File: config.mk
export PLATFORM = sky130hd
export DESIGN_NAME = bp_l15_block_transducer_flat
export DESIGN_NICKNAME = d
export VERILOG_FILES = /design/src/rtl/bp_l15_block_transducer_if.sv /design/src/rtl/bp_l15_block_transducer.sv /design/src/flat_wrapper.sv
export SDC_FILE = /design/constraint.sdc
export NUM_CORES = 2
export LEC_CHECK = 0
export ABC_AREA = 1
export CAP_MARGIN = 15
export CORE_AREA = 8 8 514 516
export DETAILED_ROUTE_END_ITERATION = 8
export DIE_AREA = 0 0 522 524
export MAX_ROUTING_LAYER = met4
export SYNTH_ARGS = -nofsm -noshare
export SYNTH_HDL_FRONTEND = slang
export SYNTH_SLANG_ARGS = --single-unit
export TNS_END_PERCENT = 50
File: constraint.sdc
create_clock -name clk_i -period 3.44 [get_ports clk_i]
set_input_delay 0.688 -clock clk_i [delete_from_list [all_inputs] [get_ports clk_i]]
set_output_delay 0.688 -clock clk_i [all_outputs]
set_load 0.05 [all_outputs]
File: src/rtl/bp_l15_block_transducer_if.sv
// bp_l15_block_transducer_if: BP command/response and L1.5 request/return signals of one tile bridge
interface bp_l15_block_transducer_if #(
  parameter int paddr_width_p = 40,
  parameter int block_width_p = 512
) ();
  logic cmd_v_i, cmd_ready_o, cmd_write_i, cmd_nc_i;
  logic [2:0] cmd_size_i;
  logic [paddr_width_p-1:0] cmd_addr_i;
  logic [block_width_p-1:0] cmd_data_i;
  logic resp_v_o, resp_yumi_i, resp_write_o;
  logic [block_width_p-1:0] resp_data_o;
  logic transducer_l15_val, transducer_l15_nc;
  logic [4:0] transducer_l15_rqtype;
  logic [2:0] transducer_l15_size;
  logic [paddr_width_p-1:0] transducer_l15_address;
  logic [63:0] transducer_l15_data;
  logic l15_transducer_ack, l15_transducer_val, transducer_l15_req_ack;
  logic [3:0] l15_transducer_returntype;
  logic [63:0] l15_transducer_data_0, l15_transducer_data_1;
  modport slave (
    input  cmd_v_i, cmd_write_i, cmd_nc_i, cmd_size_i, cmd_addr_i, cmd_data_i, resp_yumi_i,
    input  l15_transducer_ack, l15_transducer_val, l15_transducer_returntype,
    input  l15_transducer_data_0, l15_transducer_data_1,
    output cmd_ready_o, resp_v_o, resp_write_o, resp_data_o,
    output transducer_l15_val, transducer_l15_nc, transducer_l15_rqtype, transducer_l15_size,
    output transducer_l15_address, transducer_l15_data, transducer_l15_req_ack
  );
  modport master (
    output cmd_v_i, cmd_write_i, cmd_nc_i, cmd_size_i, cmd_addr_i, cmd_data_i, resp_yumi_i,
    output l15_transducer_ack, l15_transducer_val, l15_transducer_returntype,
    output l15_transducer_data_0, l15_transducer_data_1,
    input  cmd_ready_o, resp_v_o, resp_write_o, resp_data_o,
    input  transducer_l15_val, transducer_l15_nc, transducer_l15_rqtype, transducer_l15_size,
    input  transducer_l15_address, transducer_l15_data, transducer_l15_req_ack
  );
endinterface

File: src/rtl/bp_l15_block_transducer.sv
// bp_l15_block_transducer: splits one block-granular BP memory command into L1.5 beats
// (16B loads, 8B stores) and gathers the returns into a single block-wide response.
module bp_l15_block_transducer #(
  parameter int paddr_width_p = 40,
  parameter int block_width_p = 512,
  localparam int lg_block_bytes_lp = $clog2(block_width_p/8),
  localparam int cnt_width_lp = $clog2(block_width_p/64)+1
) (
  input logic clk_i,
  input logic reset_i,
  bp_l15_block_transducer_if.slave io
);
  typedef enum logic [1:0] {IDLE, SEND, WAIT, RESP} state_e;
  state_e state_q, state_d;
  logic write_q, write_d, nc_q, nc_d, match;
  logic [2:0] size_q, size_d, cmd_size, cmd_lsz;
  logic [paddr_width_p-1:0] base_q, base_d;
  logic [block_width_p-1:0] data_q, data_d, buf_q, buf_d;
  logic [cnt_width_lp-1:0] cnt_q, cnt_d, last_cnt;
  logic [63:0] ret_word, ret_mask;
  assign cmd_size = io.cmd_size_i > 3'(lg_block_bytes_lp) ? 3'(lg_block_bytes_lp) : io.cmd_size_i;
  assign cmd_lsz = io.cmd_write_i ? (cmd_size > 3'd3 ? 3'd3 : cmd_size)
                                  : (cmd_size > 3'd4 ? 3'd4 : cmd_size);
  assign last_cnt = write_q ? (size_q > 3'd3 ? cnt_width_lp'((1 << (size_q - 3'd3)) - 1) : '0)
                            : (size_q > 3'd4 ? cnt_width_lp'((1 << (size_q - 3'd4)) - 1) : '0);
  // A return is ours only while a request is in flight: in WAIT, or in the cycle SEND is acked.
  assign match = io.l15_transducer_val && io.l15_transducer_returntype == {1'b0, write_q, 2'b00}
              && (state_q == WAIT || (state_q == SEND && io.l15_transducer_ack));
  assign ret_word = (base_q[3] ? io.l15_transducer_data_1 : io.l15_transducer_data_0) >> {base_q[2:0], 3'b000};
  assign ret_mask = size_q == 3'd0 ? 64'hff : size_q == 3'd1 ? 64'hffff
                  : size_q == 3'd2 ? 64'hffff_ffff : '1;
  assign io.cmd_ready_o = state_q == IDLE;
  assign io.resp_v_o = state_q == RESP;
  assign io.resp_write_o = write_q;
  assign io.resp_data_o = buf_q;
  assign io.transducer_l15_val = state_q == SEND;
  assign io.transducer_l15_nc = nc_q;
  assign io.transducer_l15_rqtype = {4'b0000, write_q};
  assign io.transducer_l15_size = write_q ? (size_q > 3'd3 ? 3'b011 : size_q)
                                          : (size_q > 3'd4 ? 3'b111 : size_q == 3'd4 ? 3'b111 : size_q);
  assign io.transducer_l15_address = base_q + (paddr_width_p'(cnt_q) << (write_q ? 3 : 4));
  assign io.transducer_l15_data = size_q > 3'd2 ? 64'(data_q >> {cnt_q, 6'b0})
                                : size_q == 3'd2 ? {2{data_q[31:0]}}
                                : size_q == 3'd1 ? {4{data_q[15:0]}} : {8{data_q[7:0]}};
  assign io.transducer_l15_req_ack = io.l15_transducer_val;
  always_comb begin
    state_d = state_q;
    write_d = write_q;
    nc_d = nc_q;
    size_d = size_q;
    base_d = base_q;
    data_d = data_q;
    buf_d = buf_q;
    cnt_d = cnt_q;
    if (state_q == IDLE && io.cmd_v_i) begin
      state_d = SEND;
      write_d = io.cmd_write_i;
      nc_d = io.cmd_nc_i;
      size_d = cmd_size;
      base_d = io.cmd_addr_i & ~((paddr_width_p'(1) << cmd_lsz) - paddr_width_p'(1));
      data_d = io.cmd_data_i;
    end
    if (state_q == SEND && io.l15_transducer_ack) state_d = WAIT;
    if (match) begin
      cnt_d = cnt_q + 1'b1;
      state_d = cnt_q == last_cnt ? RESP : SEND;
      if (!write_q)
        buf_d = size_q > 3'd3
              ? buf_q | (block_width_p'({io.l15_transducer_data_1, io.l15_transducer_data_0}) << {cnt_q, 7'b0})
              : block_width_p'(ret_word & ret_mask);
    end
    if (state_q == RESP && io.resp_yumi_i) begin
      state_d = IDLE;
      buf_d = '0;
      cnt_d = '0;
    end
  end
  always_ff @(posedge clk_i) begin
    if (reset_i) begin
      state_q <= IDLE;
      write_q <= 1'b0;
      nc_q <= 1'b0;
      size_q <= '0;
      base_q <= '0;
      data_q <= '0;
      buf_q <= '0;
      cnt_q <= '0;
    end else begin
      state_q <= state_d;
      write_q <= write_d;
      nc_q <= nc_d;
      size_q <= size_d;
      base_q <= base_d;
      data_q <= data_d;
      buf_q <= buf_d;
      cnt_q <= cnt_d;
    end
  end
endmodule

File: src/flat_wrapper.sv
// flat-port wrapper written by rule: the top's interface ports become plain ports
module bp_l15_block_transducer_flat 
#(
  parameter int paddr_width_p = 40,
  parameter int block_width_p = 512,
  localparam int lg_block_bytes_lp = $clog2(block_width_p/8),
  localparam int cnt_width_lp = $clog2(block_width_p/64)+1
)
  (clk_i, reset_i, io_cmd_v_i, io_cmd_write_i, io_cmd_nc_i, io_cmd_size_i, io_cmd_addr_i, io_cmd_data_i, io_resp_yumi_i, io_l15_transducer_ack, io_l15_transducer_val, io_l15_transducer_returntype, io_l15_transducer_data_0, io_l15_transducer_data_1, io_cmd_ready_o, io_resp_v_o, io_resp_write_o, io_resp_data_o, io_transducer_l15_val, io_transducer_l15_nc, io_transducer_l15_rqtype, io_transducer_l15_size, io_transducer_l15_address, io_transducer_l15_data, io_transducer_l15_req_ack);
  bp_l15_block_transducer_if #(.paddr_width_p(paddr_width_p), .block_width_p(block_width_p)) io_i ();
  input logic clk_i;
  input logic reset_i;
  input wire logic [$bits(io_i.cmd_v_i)-1:0] io_cmd_v_i;
  input wire logic [$bits(io_i.cmd_write_i)-1:0] io_cmd_write_i;
  input wire logic [$bits(io_i.cmd_nc_i)-1:0] io_cmd_nc_i;
  input wire logic [$bits(io_i.cmd_size_i)-1:0] io_cmd_size_i;
  input wire logic [$bits(io_i.cmd_addr_i)-1:0] io_cmd_addr_i;
  input wire logic [$bits(io_i.cmd_data_i)-1:0] io_cmd_data_i;
  input wire logic [$bits(io_i.resp_yumi_i)-1:0] io_resp_yumi_i;
  input wire logic [$bits(io_i.l15_transducer_ack)-1:0] io_l15_transducer_ack;
  input wire logic [$bits(io_i.l15_transducer_val)-1:0] io_l15_transducer_val;
  input wire logic [$bits(io_i.l15_transducer_returntype)-1:0] io_l15_transducer_returntype;
  input wire logic [$bits(io_i.l15_transducer_data_0)-1:0] io_l15_transducer_data_0;
  input wire logic [$bits(io_i.l15_transducer_data_1)-1:0] io_l15_transducer_data_1;
  output wire logic [$bits(io_i.cmd_ready_o)-1:0] io_cmd_ready_o;
  output wire logic [$bits(io_i.resp_v_o)-1:0] io_resp_v_o;
  output wire logic [$bits(io_i.resp_write_o)-1:0] io_resp_write_o;
  output wire logic [$bits(io_i.resp_data_o)-1:0] io_resp_data_o;
  output wire logic [$bits(io_i.transducer_l15_val)-1:0] io_transducer_l15_val;
  output wire logic [$bits(io_i.transducer_l15_nc)-1:0] io_transducer_l15_nc;
  output wire logic [$bits(io_i.transducer_l15_rqtype)-1:0] io_transducer_l15_rqtype;
  output wire logic [$bits(io_i.transducer_l15_size)-1:0] io_transducer_l15_size;
  output wire logic [$bits(io_i.transducer_l15_address)-1:0] io_transducer_l15_address;
  output wire logic [$bits(io_i.transducer_l15_data)-1:0] io_transducer_l15_data;
  output wire logic [$bits(io_i.transducer_l15_req_ack)-1:0] io_transducer_l15_req_ack;
  assign io_i.cmd_v_i = io_cmd_v_i;
  assign io_i.cmd_write_i = io_cmd_write_i;
  assign io_i.cmd_nc_i = io_cmd_nc_i;
  assign io_i.cmd_size_i = io_cmd_size_i;
  assign io_i.cmd_addr_i = io_cmd_addr_i;
  assign io_i.cmd_data_i = io_cmd_data_i;
  assign io_i.resp_yumi_i = io_resp_yumi_i;
  assign io_i.l15_transducer_ack = io_l15_transducer_ack;
  assign io_i.l15_transducer_val = io_l15_transducer_val;
  assign io_i.l15_transducer_returntype = io_l15_transducer_returntype;
  assign io_i.l15_transducer_data_0 = io_l15_transducer_data_0;
  assign io_i.l15_transducer_data_1 = io_l15_transducer_data_1;
  assign io_cmd_ready_o = io_i.cmd_ready_o;
  assign io_resp_v_o = io_i.resp_v_o;
  assign io_resp_write_o = io_i.resp_write_o;
  assign io_resp_data_o = io_i.resp_data_o;
  assign io_transducer_l15_val = io_i.transducer_l15_val;
  assign io_transducer_l15_nc = io_i.transducer_l15_nc;
  assign io_transducer_l15_rqtype = io_i.transducer_l15_rqtype;
  assign io_transducer_l15_size = io_i.transducer_l15_size;
  assign io_transducer_l15_address = io_i.transducer_l15_address;
  assign io_transducer_l15_data = io_i.transducer_l15_data;
  assign io_transducer_l15_req_ack = io_i.transducer_l15_req_ack;
  bp_l15_block_transducer #(.paddr_width_p(paddr_width_p), .block_width_p(block_width_p)) u_core (.clk_i(clk_i), .reset_i(reset_i), .io(io_i));
endmodule
==> reports/qor.yml <==
power.leakage_nw: 29.1
hold_viol: 0
post_layout_nonfiller_instances: 12100
worst_slew_margin_relative_to_its_limit_pct: 12.3
die_ar_sq_um: 274000
fp-row-count: 186
setup_ws_ps: -231
dieWidth_um: 522
max_slew.worst_pin.slew_ps: 1300
pin_count: 1325
yosys_register_bits: 1075
avgViaCountPerCell: 4.67
crit_slowest_cell: "sky130_fd_sc_hd__o211ai_1"
vias: 56400
area.sequential_sq_um: 21500
cts_max_path_buffers: 3
cp_data_arrival_time_ps: 2980
cts_buffers: 133
detail_route.wl_per_cell_um: 28.9
dpl_worst_slack_ps: -278
worst_setup_path_start_kind: "flop"
rsz0062_at_grt: "true"
report.final.setup_viol: 82
area_delta_synth_final_pct: 56.7
first_global_vias: 53200
totalNegativeSetupSlack_ps: -8920
ys.flop_type: "sky130_fd_sc_hd__dfxtp_1"
die_height_um: 524
clock_latency_on_the_worst_skew_pair_ps: 800
routabilityCongestion: 0.944
wirelength_mm: 349
outcome: "finished, violations left"
drc_errors: 0
multi_input_comb_area_sq_um: 24600
async_set_or_reset_register_ratio_after_synthesis_pct: 0
power.density_cell_area_nw_per_um2: 481
clk_root_buffer_cell: "sky130_fd_sc_hd__clkbuf_16"
netlist-cell-type-count: 44
worst_path_largest_cell_delay_ps: 640
ant_nets: 0
critPathMaxFanout: 9
netlist_area_sq_um: 49300
worst-endpoint-required_ps: 2750
yosysWarningCount: 0
design.core.area_sq_um: 256000
initial_antenna_violation_count: 115
cpMostUsedCell: "sky130_fd_sc_hd__buf_12"
detailedRoute.firstIterationViolations: 5254
period_needed_ps: 3670
detail_route.first_pass.iterations: 6
grt.overflow.total: 0
cts_sinks: 1075
placed_cells: 11600
design.final.nets: 9188
holdCritPathClass: "reg -> reg"
post_synth_inst_count: 7196
synth-edff-count: 0
cts_tree: "done"
grt_max_degree: 137
path_class: "reg -> out"
max-vdd-ir-drop_uv: 470
final.period_utilization_pct: 107
share_of_post_route_cells_with_drive_strength_above_1_pct: 13.2
grt_pass1_wl_mm: 451
clkTransAtPathRegs_ps: 60
initial_utilization_pct: 19.3
placement.io_buffers: 1320
ctsHoldBuffers: 0
drv_cap: 0
layout.filler_cells: 27700
fin_worst_skew_ps: 50.0
sequential_share_of_the_synthesized_area_pct: 43.6
failed_checks: "negative setup slack"
dp_hpwl_mm: 272
syn-mean-instance-area_sq_um: 6.86
worstPathCellList: "inv_16, buf_12, clkbuf_16, buf_8, nor2_4, o22ai_4, o211ai_1, o21ai_2, buf_12"
cts_h_tree_depth: 4
grtUsageTotal_pct: 24.3
clock.fmax_mhz: 272
slew_violations: 0
worstSetupEndpointType: "output pin"
[registers in the layout (all words and copies together), names as in the netlist]
signal / flops
u_core.cnt_q: 4
u_core.io.transducer_l15_nc: 1
u_core.data_q: 512
u_core.io.resp_write_o: 1
u_core.io.resp_data_o: 512
u_core.state_q: 2
u_core.size_q: 3
u_core.base_q: 40
[power by group]
part	total (mW)	switching, mW	internal (mW)
logic	8.32	5.20	3.12
clock network	15.2	6.34	8.81
registers	13.7	0.523	13.2
[cell usage in the layout (no fill, tap or decap), types with 12 or more instances in the layout]
cell                              count
sky130_fd_sc_hd__buf_12             168
sky130_fd_sc_hd__clkbuf_1            23
sky130_fd_sc_hd__clkdlybuf4s50_1   1199
sky130_fd_sc_hd__conb_1              13
sky130_fd_sc_hd__a21oi_1            632
sky130_fd_sc_hd__clkbuf_8            24
sky130_fd_sc_hd__o221ai_1            17
sky130_fd_sc_hd__o211ai_1            53
sky130_fd_sc_hd__inv_1              693
sky130_fd_sc_hd__o22ai_4             14
sky130_fd_sc_hd__nor2_4              18
sky130_fd_sc_hd__dfxtp_1           1064
sky130_fd_sc_hd__nor3_1             215
sky130_fd_sc_hd__nand3_1            620
sky130_fd_sc_hd__buf_8               16
sky130_fd_sc_hd__nor2_2              24
sky130_fd_sc_hd__diode_2             99
sky130_fd_sc_hd__buf_4              242
sky130_fd_sc_hd__o22ai_2             49
sky130_fd_sc_hd__o21ai_4             27
sky130_fd_sc_hd__bufinv_16           12
sky130_fd_sc_hd__clkinv_2            17
sky130_fd_sc_hd__o21ai_0            866
sky130_fd_sc_hd__nand2_2             48
sky130_fd_sc_hd__nor2_1            1362
sky130_fd_sc_hd__o22ai_1             25
sky130_fd_sc_hd__nand2_1            457
sky130_fd_sc_hd__a21o_1              16
sky130_fd_sc_hd__clkbuf_16          156
sky130_fd_sc_hd__nand2_4             15
sky130_fd_sc_hd__nand3b_1            49
sky130_fd_sc_hd__buf_6               48
sky130_fd_sc_hd__o21ai_1             97
sky130_fd_sc_hd__inv_2               24
sky130_fd_sc_hd__o21ai_2             92
sky130_fd_sc_hd__a211oi_1            12
sky130_fd_sc_hd__buf_16              22
[final cells by class]
class	count	area share, %
Multi-Input combinational cell	4821	31.9
Sequential cell	1075	27.9
Timing Repair Buffer	1718	24.8
Tap cell	3384	5.48
Clock buffer	183	4.94
Inverter	726	3.58
Clock inverter	57	1.13
Antenna cell	99	0.320
Timing Repair inverter	1	0.0113
[cells by family (layout without fill, tap and decap cells)]
| logic type | after synthesis | in the layout | synth area share [%] |
|---|---|---|---|
| and+or+nand+nor | 2840 | 2840 | 24.3 |
| buffers and inverters | 1311 | 2685 | 10.8 |
| xor gates and xnor gates | 21 | 21 | 0.388 |
| AOI/OAI and AO/OA | 1930 | 1930 | 20.4 |
| other | 2 | 112 | 0.0152 |
| adders and majority gates | 17 | 17 | 0.446 |
| DFF | 1075 | 1075 | 43.6 |
[worst paths after layout]
path / startpoint / end / slack [ps] / depth (start not counted)
setup / recovery: u_core.cnt_q[0] / io_transducer_l15_data[34] / -230 / 9
hold / removal: u_core.io.resp_data_o[401] / u_core.io.resp_data_o[401] / 450 / 2
hold reg to reg: u_core.io.resp_data_o[401] / u_core.io.resp_data_o[401] / 450 / 2
setup reg to reg: u_core.cnt_q[1] / u_core.io.resp_data_o[60] / 460 / 14
[per-stage QoR]
step / hold slack, ps / util [%] / area, sq um / total power, mW
2_1_floorplan: 440 / - / 49500 / 17.4
3_3_place_gp: 437 / 26.6 / 68100 / 21.9
3_5_place_dp: 438 / 26.6 / 68100 / 21.9
4_1_cts: 432 / 29.3 / 75000 / 37.3
5_1_grt: 455 / 30.2 / 77300 / 38.5
6_report: 447 / 30.2 / 77300 / 37.2
[per-layer routing]
layer / track usage (%) / routed length, um / up-vias / share of wire (%)
li1: - / - / 26400 / -
met1: 24.9 / 125000 / 26800 / 36
met2: 42.2 / 172000 / 2570 / 49
met3: 5.42 / 24000 / 622 / 6.9
met4: 15.4 / 27800 / 0 / 8.0
met5: - / 0 / - / 0
[Yosys cell counts (all sizes together) (2+ instances only)]
library cell / n / share of area (%)
a211oi: 12 / 0.18
o221ai: 24 / 0.43
xor2: 18 / 0.32
o21ai: 1082 / 11
a21o: 16 / 0.24
clkinv: 4 / 0.030
nand2: 525 / 4.0
clkbuf: 383 / 2.9
inv: 722 / 5.5
nor3: 216 / 2.2
nand3: 631 / 6.4
conb: 2 / 0.015
a21oi: 649 / 6.6
ha: 16 / 0.41
dfxtp: 1075 / 44
or2: 4 / 0.051
o22ai: 88 / 1.1
o211ai: 53 / 0.81
nand4: 7 / 0.089
xnor2: 3 / 0.068
nor2: 1405 / 11
a21boi: 2 / 0.030
nand3b: 49 / 0.75
buf: 202 / 2.3
[critical path, delay by kind of cell (launching register included)]
kind	cells	cell delay, ps
buffers and inverters	5	730
DFF	1	440
and+or+nand+nor	1	90
AOI/OAI and AO/OA	3	910
[what timing repair did]
action	in CTS	in global routing
endpoints found under the hold margin	0	0
buffers inserted	52	45
pin swaps	56	115
gates resized for setup	364	377
setup endpoints to repair	101	100
cloned	17	19
Note: power is estimated with default switching activity, not from simulation.
